## config.mk

```make
export PLATFORM = sky130hd
export DESIGN_NAME = result_collector
export DESIGN_NICKNAME = d
export VERILOG_FILES = /design/src/rtl/result_collector_pkg.sv /design/src/rtl/result_collector_sync_fifo.sv /design/src/rtl/result_collector.sv
export SDC_FILE = /design/constraint.sdc
export NUM_CORES = 1
export LEC_CHECK = 0
export ABC_CLOCK_PERIOD_IN_PS = 3700
export CORE_UTILIZATION = 55
export DETAILED_ROUTE_END_ITERATION = 7
export GPL_TIMING_DRIVEN = 0
export PLACE_DENSITY = 0.72
export SLEW_MARGIN = 5
export SYNTH_ARGS = -nofsm -noshare
export SYNTH_HDL_FRONTEND = slang
export SYNTH_SLANG_ARGS = --single-unit
```

## constraint.sdc

```tcl
create_clock -name clk -period 3.7 [get_ports clk]
set_input_delay 0.555 -clock clk [delete_from_list [all_inputs] [get_ports clk]]
set_output_delay 0.555 -clock clk [all_outputs]
set_load 0.005 [all_outputs]
```

## src/rtl/result_collector_pkg.sv

```systemverilog
// Shared widths, FIFO geometry defaults and FSM encoding for the result collector.
package result_collector_pkg;

  localparam int RC_DATA_W = 21;
  localparam int RC_DEPTH  = 16;
  localparam int RC_ADDR_W = 4;
  localparam int RC_CNT_W  = 8;

  typedef enum logic [1:0] {
    ST_IDLE    = 2'd0,
    ST_COLLECT = 2'd1,
    ST_DRAIN   = 2'd2,
    ST_DONE    = 2'd3
  } rc_state_e;

endpackage

```

## src/rtl/result_collector_sync_fifo.sv

```systemverilog
// Show-ahead synchronous FIFO with wrap-bit pointers, flush and synchronous active-low reset.
module sync_fifo
  import result_collector_pkg::*;
#(
  parameter int DATA_W = RC_DATA_W,
  parameter int DEPTH  = RC_DEPTH,
  parameter int ADDR_W = RC_ADDR_W
) (
  input  logic              clk_i,
  input  logic              rst_ni,
  input  logic              flush_i,
  input  logic              push_i,
  input  logic [DATA_W-1:0] data_i,
  input  logic              pop_i,
  output logic [DATA_W-1:0] data_o,
  output logic              full_o,
  output logic              empty_o
);

  localparam logic [ADDR_W:0] PTR_ONE = 1;

  logic [DATA_W-1:0] mem_q [DEPTH];
  logic [ADDR_W:0]   wrPtr_q, wrPtr_d;
  logic [ADDR_W:0]   rdPtr_q, rdPtr_d;
  logic [DATA_W-1:0] lastData_q, lastData_d;
  logic [DATA_W-1:0] headData;
  logic              wrEn;
  logic              rdEn;

  assign full_o  = (wrPtr_q[ADDR_W] != rdPtr_q[ADDR_W]) &&
                   (wrPtr_q[ADDR_W-1:0] == rdPtr_q[ADDR_W-1:0]);
  assign empty_o = (wrPtr_q == rdPtr_q);

  // A pop frees the slot the push lands in, so full plus pop still accepts.
  assign rdEn = pop_i & ~empty_o;
  assign wrEn = push_i & (~full_o | rdEn);

  assign headData = mem_q[rdPtr_q[ADDR_W-1:0]];
  // While empty, keep showing the last word handed out so the output holds still.
  assign data_o   = empty_o ? lastData_q : headData;

  always_comb begin
    wrPtr_d    = wrPtr_q;
    rdPtr_d    = rdPtr_q;
    lastData_d = lastData_q;
    if (flush_i) begin
      wrPtr_d    = '0;
      rdPtr_d    = '0;
      lastData_d = '0;
    end else begin
      if (wrEn) begin
        wrPtr_d = wrPtr_q + PTR_ONE;
      end
      if (rdEn) begin
        rdPtr_d    = rdPtr_q + PTR_ONE;
        lastData_d = headData;
      end
    end
  end

  always_ff @(posedge clk_i) begin
    if (!rst_ni) begin
      wrPtr_q    <= '0;
      rdPtr_q    <= '0;
      lastData_q <= '0;
    end else begin
      wrPtr_q    <= wrPtr_d;
      rdPtr_q    <= rdPtr_d;
      lastData_q <= lastData_d;
    end
  end

  always_ff @(posedge clk_i) begin
    if (rst_ni && !flush_i && wrEn) begin
      mem_q[wrPtr_q[ADDR_W-1:0]] <= data_i;
    end
  end

endmodule

```

## src/rtl/result_collector.sv

```systemverilog
// Collects accelerator result words into a FIFO, frames them on the acc_done rising edge
// and drains them to a valid/ready consumer, flagging frame_done once a frame is delivered.
module result_collector
  import result_collector_pkg::*;
#(
  parameter int DATA_W = RC_DATA_W,
  parameter int DEPTH  = RC_DEPTH,
  parameter int ADDR_W = RC_ADDR_W,
  parameter int CNT_W  = RC_CNT_W
) (
  input  logic              clk,
  input  logic              rst,
  input  logic              wr_req,
  input  logic [DATA_W-1:0] wr_data,
  input  logic              acc_done,
  input  logic              clear,
  output logic              rd_valid,
  output logic [DATA_W-1:0] rd_data,
  input  logic              rd_ready,
  output logic [CNT_W-1:0]  count,
  output logic              overflow,
  output logic              frame_done
);

  localparam logic [CNT_W-1:0] CNT_ONE = 1;

  rc_state_e        state_q, state_d;
  logic [CNT_W-1:0] count_q, count_d;
  logic             overflow_q, overflow_d;
  logic             accDonePrev_q, accDonePrev_d;

  logic fifoFull;
  logic fifoEmpty;
  logic pop;
  logic push;
  logic drop;
  logic doneRise;

  assign pop      = ~fifoEmpty & rd_ready;
  assign push     = wr_req & (~fifoFull | pop);
  assign drop     = wr_req & fifoFull & ~pop;
  assign doneRise = acc_done & ~accDonePrev_q;

  sync_fifo #(
    .DATA_W (DATA_W),
    .DEPTH  (DEPTH),
    .ADDR_W (ADDR_W)
  ) u_fifo (
    .clk_i   (clk),
    .rst_ni  (rst),
    .flush_i (clear),
    .push_i  (wr_req),
    .data_i  (wr_data),
    .pop_i   (rd_ready),
    .data_o  (rd_data),
    .full_o  (fifoFull),
    .empty_o (fifoEmpty)
  );

  assign rd_valid = ~fifoEmpty;

  always_ff @(posedge clk) begin
    if (!rst) begin
      state_q <= ST_IDLE;
    end else begin
      state_q <= state_d;
    end
  end

  // A word arriving alongside the end-of-frame edge belongs to the closing frame.
  always_comb begin
    state_d = state_q;
    if (clear) begin
      state_d = ST_IDLE;
    end else begin
      unique case (state_q)
        ST_IDLE: begin
          if (doneRise) begin
            state_d = wr_req ? ST_DRAIN : ST_DONE;
          end else if (wr_req) begin
            state_d = ST_COLLECT;
          end
        end
        ST_COLLECT: begin
          if (doneRise) begin
            state_d = ST_DRAIN;
          end
        end
        ST_DRAIN: begin
          if (fifoEmpty && !push) begin
            state_d = ST_DONE;
          end
        end
        ST_DONE: begin
          if (wr_req) begin
            state_d = doneRise ? ST_DRAIN : ST_COLLECT;
          end
        end
        default: state_d = ST_IDLE;
      endcase
    end
  end

  always_comb begin
    frame_done = (state_q == ST_DONE);
  end

  always_comb begin
    count_d       = count_q;
    overflow_d    = overflow_q;
    accDonePrev_d = acc_done;
    if (clear) begin
      count_d       = '0;
      overflow_d    = 1'b0;
      accDonePrev_d = 1'b0;
    end else begin
      if (drop) begin
        overflow_d = 1'b1;
      end
      if (push) begin
        if (state_q == ST_DONE) begin
          count_d = CNT_ONE;
        end else if (count_q != '1) begin
          count_d = count_q + CNT_ONE;
        end
      end
    end
  end

  always_ff @(posedge clk) begin
    if (!rst) begin
      count_q       <= '0;
      overflow_q    <= 1'b0;
      accDonePrev_q <= 1'b0;
    end else begin
      count_q       <= count_d;
      overflow_q    <= overflow_d;
      accDonePrev_q <= accDonePrev_d;
    end
  end

  assign count    = count_q;
  assign overflow = overflow_q;

endmodule

```

==> out/summary.txt, run 1 <==
synthesized flop and latch total -> 383
fill cell count -> 1705
Buffers on Ports -> 58
Pwr Total -> 0.00898 W
vias per inst -> 6.41
Skew-Pair Late Insertion Delay -> 0.51 ns
H-tree Lvls -> 2
TritonCTS clock tree -> yes
die width -> 167 um
startpoint class of the critical path -> register
Final setup viols -> 0
crit-path max cell delay -> 0.62 ns
xor and xnor fraction of the mapped netlist area -> 0.528%
Worst VDD drop -> 0.000305 V
CTS sink cnt -> 383
post-synthesis instance total -> 799
vias in the first global route -> 8423
Unique masters post-synth -> 44
drt drc -> 0
Final Hold Fails -> 0
worst-path cell chain -> nor2b_1, clkbuf_1, a22oi_1, nand2_1, mux2_2, clkdlybuf4s50_1
gr ovfl total -> 0
Final Wtd Congestion -> 0.840
total leakage power -> 5.55 nW
register area share after synthesis -> 73.8%
simple-gate area share of the yosys netlist -> 4.47%
Adder-Cell Fraction of Synth Area -> 0.502%
synthesized net count -> 832
Ports -> 59
Post-synth EDFFs -> 336
largest family of logic cells by synthesized area -> multiplexers
Starting Density -> 56.7%
worst slew pin tran -> 0.904 ns
final cycle utilization of the critical path -> 97.7%
Vias -> 8153
multiplexer share of the synthesized area -> 14.4%
Final #Nets -> 939
share of layout cells above drive strength 1 -> 24.0%
clk slew on worst S/H paths -> 0.06 ns
die height -> 167 um
Synth Cell Area -> 14900 um^2
final-report max-slew violation count -> 0
Syn. warnings -> 0
antenna viol nets, final -> 0
first-pass GRT wire length -> 51300 um
compound-cell area share of the yosys netlist -> 4.47%
Initial DRC Count -> 903
max cap viols -> 0
Core Region -> 26400 um^2
Total GRT Usage -> 25.3%
power density cells -> 513 nW/um^2
Data arrival, critical path -> 3.06 ns
Syn Area/Cell -> 18.7 um^2
CP max-delay cell -> clkbuf_1
area of the multi-input gates -> 3760 um^2
Area Overhead vs Synth -> 17.1%
Root Buffer -> clkbuf_16
Synth Flop Type -> edfxtp_1
WL/cell -> 26.7 um
status -> complete, no violations
final setup margin -> 0.0862 ns
Top Family by Delay on Critical Path -> buffers and inverters
Hold Crit Class -> reg -> reg
dpl hpwl -> 20800 um
WP buf/inv -> 2
WP data required -> 3.14 ns
Worst Skew -> 0.0158 ns
CTS Hold Bufs -> 0
largest net degree at the start of global routing -> 22
CTS Buf Count -> 39
Fmax -> 277 MHz
crit end category -> output port
Longest Clk Path Bufs -> 3
ys async rst share -> 0%
Cell Rows -> 59
Min Clock Period, post-route -> 3.61 ns
die area -> 27800 um^2
setup slack at placement -> 0.140 ns
Seq. cell area -> 11000 um^2
CP max FO -> 10
initial antenna violation count -> 1
critical path class -> reg -> out
Slew HR -> 39.4%
Pre-antenna DRT Iters -> 6
final wirelength -> 34000 um
[tightest hold or removal path: stages (launching register included)]
cell and delay, ns:
dfxtp_1 0.31, nand2_1 0.05, o21ai_1 0.05
[final cells by class]
type	count	area share, %
inverters	5	0.107
repair buffers	66	3.79
well taps	335	2.40
plain buffers	46	1.71
multi-input cells	365	21.5
flip-flops and latches	383	63.0
clock buffers	50	6.17
clock inverters	21	1.30
diodes	1	0.0143
[layout by cell type, fill, tap and decap left out, drive strengths merged, types with 23 or more instances in the layout]
cell type	instances
edfxtp	336
o21ai	25
buf	34
clkdlybuf4s50	58
nand3	27
mux4	84
clkbuf	70
nor2	23
a22oi	42
nand2	61
dfxtp	47
[state kept, by name (all words and copies together) (netlist names), named ones only]
name / flops
u_fifo.lastData_q: 21
u_fifo.wrPtr_q: 5
overflow: 1
state_q: 2
count: 8
accDonePrev_q: 1
u_fifo.mem_q: 336
u_fifo.rdPtr_q: 5
[cells by family (layout without fill, tap and decap cells)]
kind of cell	after synthesis	in the layout
flops	383	383
xor+xnor	9	9
fa+ha+maj	6	6
buf+inv	51	188
compound gates	101	101
simple gates	142	142
mux	107	107
other cells	0	1
[cell usage after synthesis, types with 5 or more instances]
cell	count	area, um^2
edfxtp_1	336	10100
mux4_2	84	1890
nand2_1	60	225
dfxtp_1	47	941
a22oi_1	42	315
nand3_1	27	135
nor2_1	23	86.3
o21ai_1	23	115
mux2_2	19	214
clkbuf_1	16	60.1
a21oi_1	15	75.1
buf_2	14	70.1
buf_6	8	90.1
buf_1	7	26.3
nor3_1	7	35.0
ha_1	6	75.1
and4_1	5	43.8
inv_1	5	18.8
nor2b_1	5	31.3
xnor2_1	5	43.8
[routing by layer]
layer / up-vias / wire length, um / track usage, %
met4: 0 / 757 / 7.21
met3: 57 / 2950 / 5.06
met1: 4206 / 13100 / 33.6
met2: 423 / 17200 / 42.6
met5: - / 0 / 0
li1: 3467 / - / -
[stage by stage]
stage | cell area [um^2] | hold WS, ns | utilization [%] | TNS [ns] | instances
final | 17500 | 0.454 | 66.4 | 0 | 1272
after global placement | 15900 | 0.433 | 60.5 | -235.35 | 1192
after global routing | 17500 | 0.473 | 66.4 | -0.0116 | 1271
after CTS | 17400 | 0.452 | 66.2 | 0 | 1271
after detailed placement | 16100 | 0.444 | 61.1 | 0 | 1200
after floorplan | 14900 | 0.424 | - | 0 | 799
[power by group]
part	internal [W]	switching, W	total [W]	leakage (nW)
combinational	0.000134	0.000167	0.000301	1.51
clock	0.00241	0.00155	0.00396	0.638
sequential	0.00471	0.00000989	0.00472	3.40
[worst paths after layout]
path / start / endpoint / slack [ns] / cells past startpoint
hold / removal: u_fifo.lastData_q[9]$_SDFFE_PP0N_ / u_fifo.lastData_q[9]$_SDFFE_PP0N_ / 0.45 / 2
setup reg to reg: u_fifo.wrPtr_q[0]$_SDFFE_PP0P_ / u_fifo.mem_q[6][8]$_DFFE_PP_ / 0.66 / 6
setup / recovery: register / rd_data[5] / 0.09 / 6
hold reg to reg: u_fifo.lastData_q[9]$_SDFFE_PP0N_ / u_fifo.lastData_q[9]$_SDFFE_PP0N_ / 0.45 / 2
[timing repair]
| action | 4_1_cts | 5_1_grt |
|---|---|---|
| endpoints found under the setup margin | 21 | 18 |
| resized for setup | 16 | 25 |
| gates cloned | 0 | 0 |
| buffers inserted | 0 | 0 |
No activity file was read; power rests on OpenSTA's default activity.
==> inputs of run 2 (changes only) <==
ABC_AREA = 0   (was unset)
CORE_MARGIN = 2   (was unset)
GPL_ROUTABILITY_DRIVEN = 1   (was unset)
==> run 2 against run 1 <==
  * First-iteration DRC count shrank 2.0%
  * Combinational power grew 1%
  * Fmax shrank 1.5%
  * Clock skew shrank 0.0021 ns
  * Routed wire length shrank 3.3%
  * Clock power shrank 4%
  * Die area grew 2.4%
  * Worst hold slack lost 0.0086 ns
  * Flip-flop and latch count is the same
  * Critical path type unchanged
  * Register-to-register slack gained 0.09 ns
==> out/summary.txt, run 2 (synthesis gave the netlist of run 1 again) <==
most frequent cells in the layout -> edfxtp_1 (336), mux4_2 (84), clkdlybuf4s50_1 (58)
DR top layer -> met5
Starting Density -> 55.8%
Total GRT Usage -> 23.9%
CP max FO -> 10
Top Family by Delay on Critical Path -> buffers and inverters
share of layout cells above drive strength 1 -> 24.6%
die width -> 169 um
DR WL met3 -> 2300 um
most common cell after layout, fill and taps aside -> edfxtp_1
placed inst area -> 16100 um^2
crit end category -> output port
final std cells w/o fill -> 1276
fill cell count -> 1821
Worst Skew -> 0.0137 ns
max cap viols -> 0
Ports -> 59
Initial DRC Count -> 885
die height -> 169 um
Cell Rows -> 60
worst slew pin tran -> 0.935 ns
first-pass GRT wire length -> 49800 um
Vias -> 7978
power density cells -> 507 nW/um^2
clk slew on worst S/H paths -> 0.06 ns
Skew-Pair Late Insertion Delay -> 0.52 ns
Data arrival, critical path -> 3.11 ns
drt drc -> 0
Slew HR -> 37.5%
status -> complete, no violations
H-tree Lvls -> 2
initial antenna violation count -> 1
Pre-antenna DRT Iters -> 5
largest net degree at the start of global routing -> 22
critical path class -> reg -> out
# diodes -> 0
Final setup viols -> 0
WP data required -> 3.14 ns
WP buf/inv -> 3
RSZ-0062 raised after global routing -> true
placed cells -> 1206
Min Clock Period, post-route -> 3.67 ns
worst-path cell chain -> buf_8, buf_6, mux4_2, a22oi_1, nand2_1, mux2_2, clkdlybuf4s50_1
postcts setup bufs -> 0
CP max-delay cell -> mux4_2
gr ovfl total -> 0
crit-path max cell delay -> 0.51 ns
Final #Nets -> 939
antenna viol nets, final -> 0
Core Util, Final -> 65.1%
CTS Buf Count -> 39
Fin Setup TNS -> 0 ns
Buffers on Ports -> 58
Core Region -> 26800 um^2
Hold Crit Class -> reg -> reg
Final Hold Fails -> 0
CTS sink cnt -> 383
final cycle utilization of the critical path -> 99.2%
Area Overhead vs Synth -> 16.7%
startpoint class of the critical path -> register
dpl hpwl -> 20000 um
die area -> 28500 um^2
final-report max-slew violation count -> 0
WL/cell -> 25.8 um
vias per inst -> 6.25
vias in the first global route -> 7961
routed length on met2 -> 15700 um
fin area -> 17400 um^2
Worst VDD drop -> 0.000354 V
worst hold margin -> 0.445 ns
Largest register FFs -> 336
Fmax -> 272 MHz
Root Buffer -> clkbuf_16
Final Wtd Congestion -> 0.810
M1 WL -> 14200 um
final wirelength -> 32900 um
Longest Clk Path Bufs -> 3
TritonCTS clock tree -> yes
total leakage power -> 5.52 nW
run 2: where the power goes:
group / total (W) / leakage (nW) / switching, W / internal (W)
combinational: 0.000305 / 1.51 / 0.000171 / 0.000134
sequential: 0.00472 / 3.40 / 0.00000899 / 0.00471
clock: 0.00381 / 0.609 / 0.00158 / 0.00223
run 2: per-stage QoR:
step	worst slack, ns	power [W]
6_report	0.0301	0.00883
2_1_floorplan	0.632	0.00495
3_3_place_gp	-1.84	0.00510
5_1_grt	-0.0718	0.00908
4_1_cts	0.00449	0.00887
3_5_place_dp	0.0792	0.00511
run 2: worst reg2reg max path, stage by stage, from the launching register on:
cell and delay, ns:
dfxtp_1 0.33, xnor2_1 0.40, nor2_1 0.14, a21boi_1 0.25, buf_2 0.29, nand3b_1 0.36
nor2_4 0.80
run 2: final cells by class:
class / count / area, um^2 / area share (%)
flip-flops and latches: 383 / 11000 / 63.3
clock buffers: 47 / 1050 / 6.01
clock inverters: 23 / 190 / 1.09
inverters: 5 / 18.8 / 0.108
multi-input cells: 365 / 3770 / 21.6
repair buffers: 66 / 656 / 3.76
plain buffers: 46 / 295 / 1.69
well taps: 341 / 427 / 2.45
run 2: layer usage:
layer | track usage (%) | vias to the layer above
li1 | - | 3452
met1 | 34.5 | 4122
met2 | 38.0 | 347
met3 | 4.26 | 55
met4 | 6.97 | 2
met5 | 0 | -
run 2: worst paths after layout:
kind                                            from                                  to  slack [ns]  cells after the start
setup / recovery                            register                         rd_data[19]        0.03                      7
hold / removal    u_fifo.lastData_q[14]$_SDFFE_PP0N_  u_fifo.lastData_q[14]$_SDFFE_PP0N_        0.44                      2
setup reg to reg      u_fifo.wrPtr_q[4]$_SDFFE_PP0P_        u_fifo.mem_q[4][9]$_DFFE_PP_        0.75                      6
hold reg to reg   u_fifo.lastData_q[14]$_SDFFE_PP0N_  u_fifo.lastData_q[14]$_SDFFE_PP0N_        0.44                      2
run 2: timing repair:
action / 4_1_cts / 5_1_grt
hold endpoints to repair: 0 / 0
pin swaps: 0 / 1
hold buffers: 0 / 0
setup endpoints to repair: 21 / 16
gates resized for setup: 14 / 22
==> inputs of run 3 (changes only) <==
CAP_MARGIN = 20   (was unset)
==> results of run 3 <==
Final layout, timing and power as in run 2 (identical DEF).
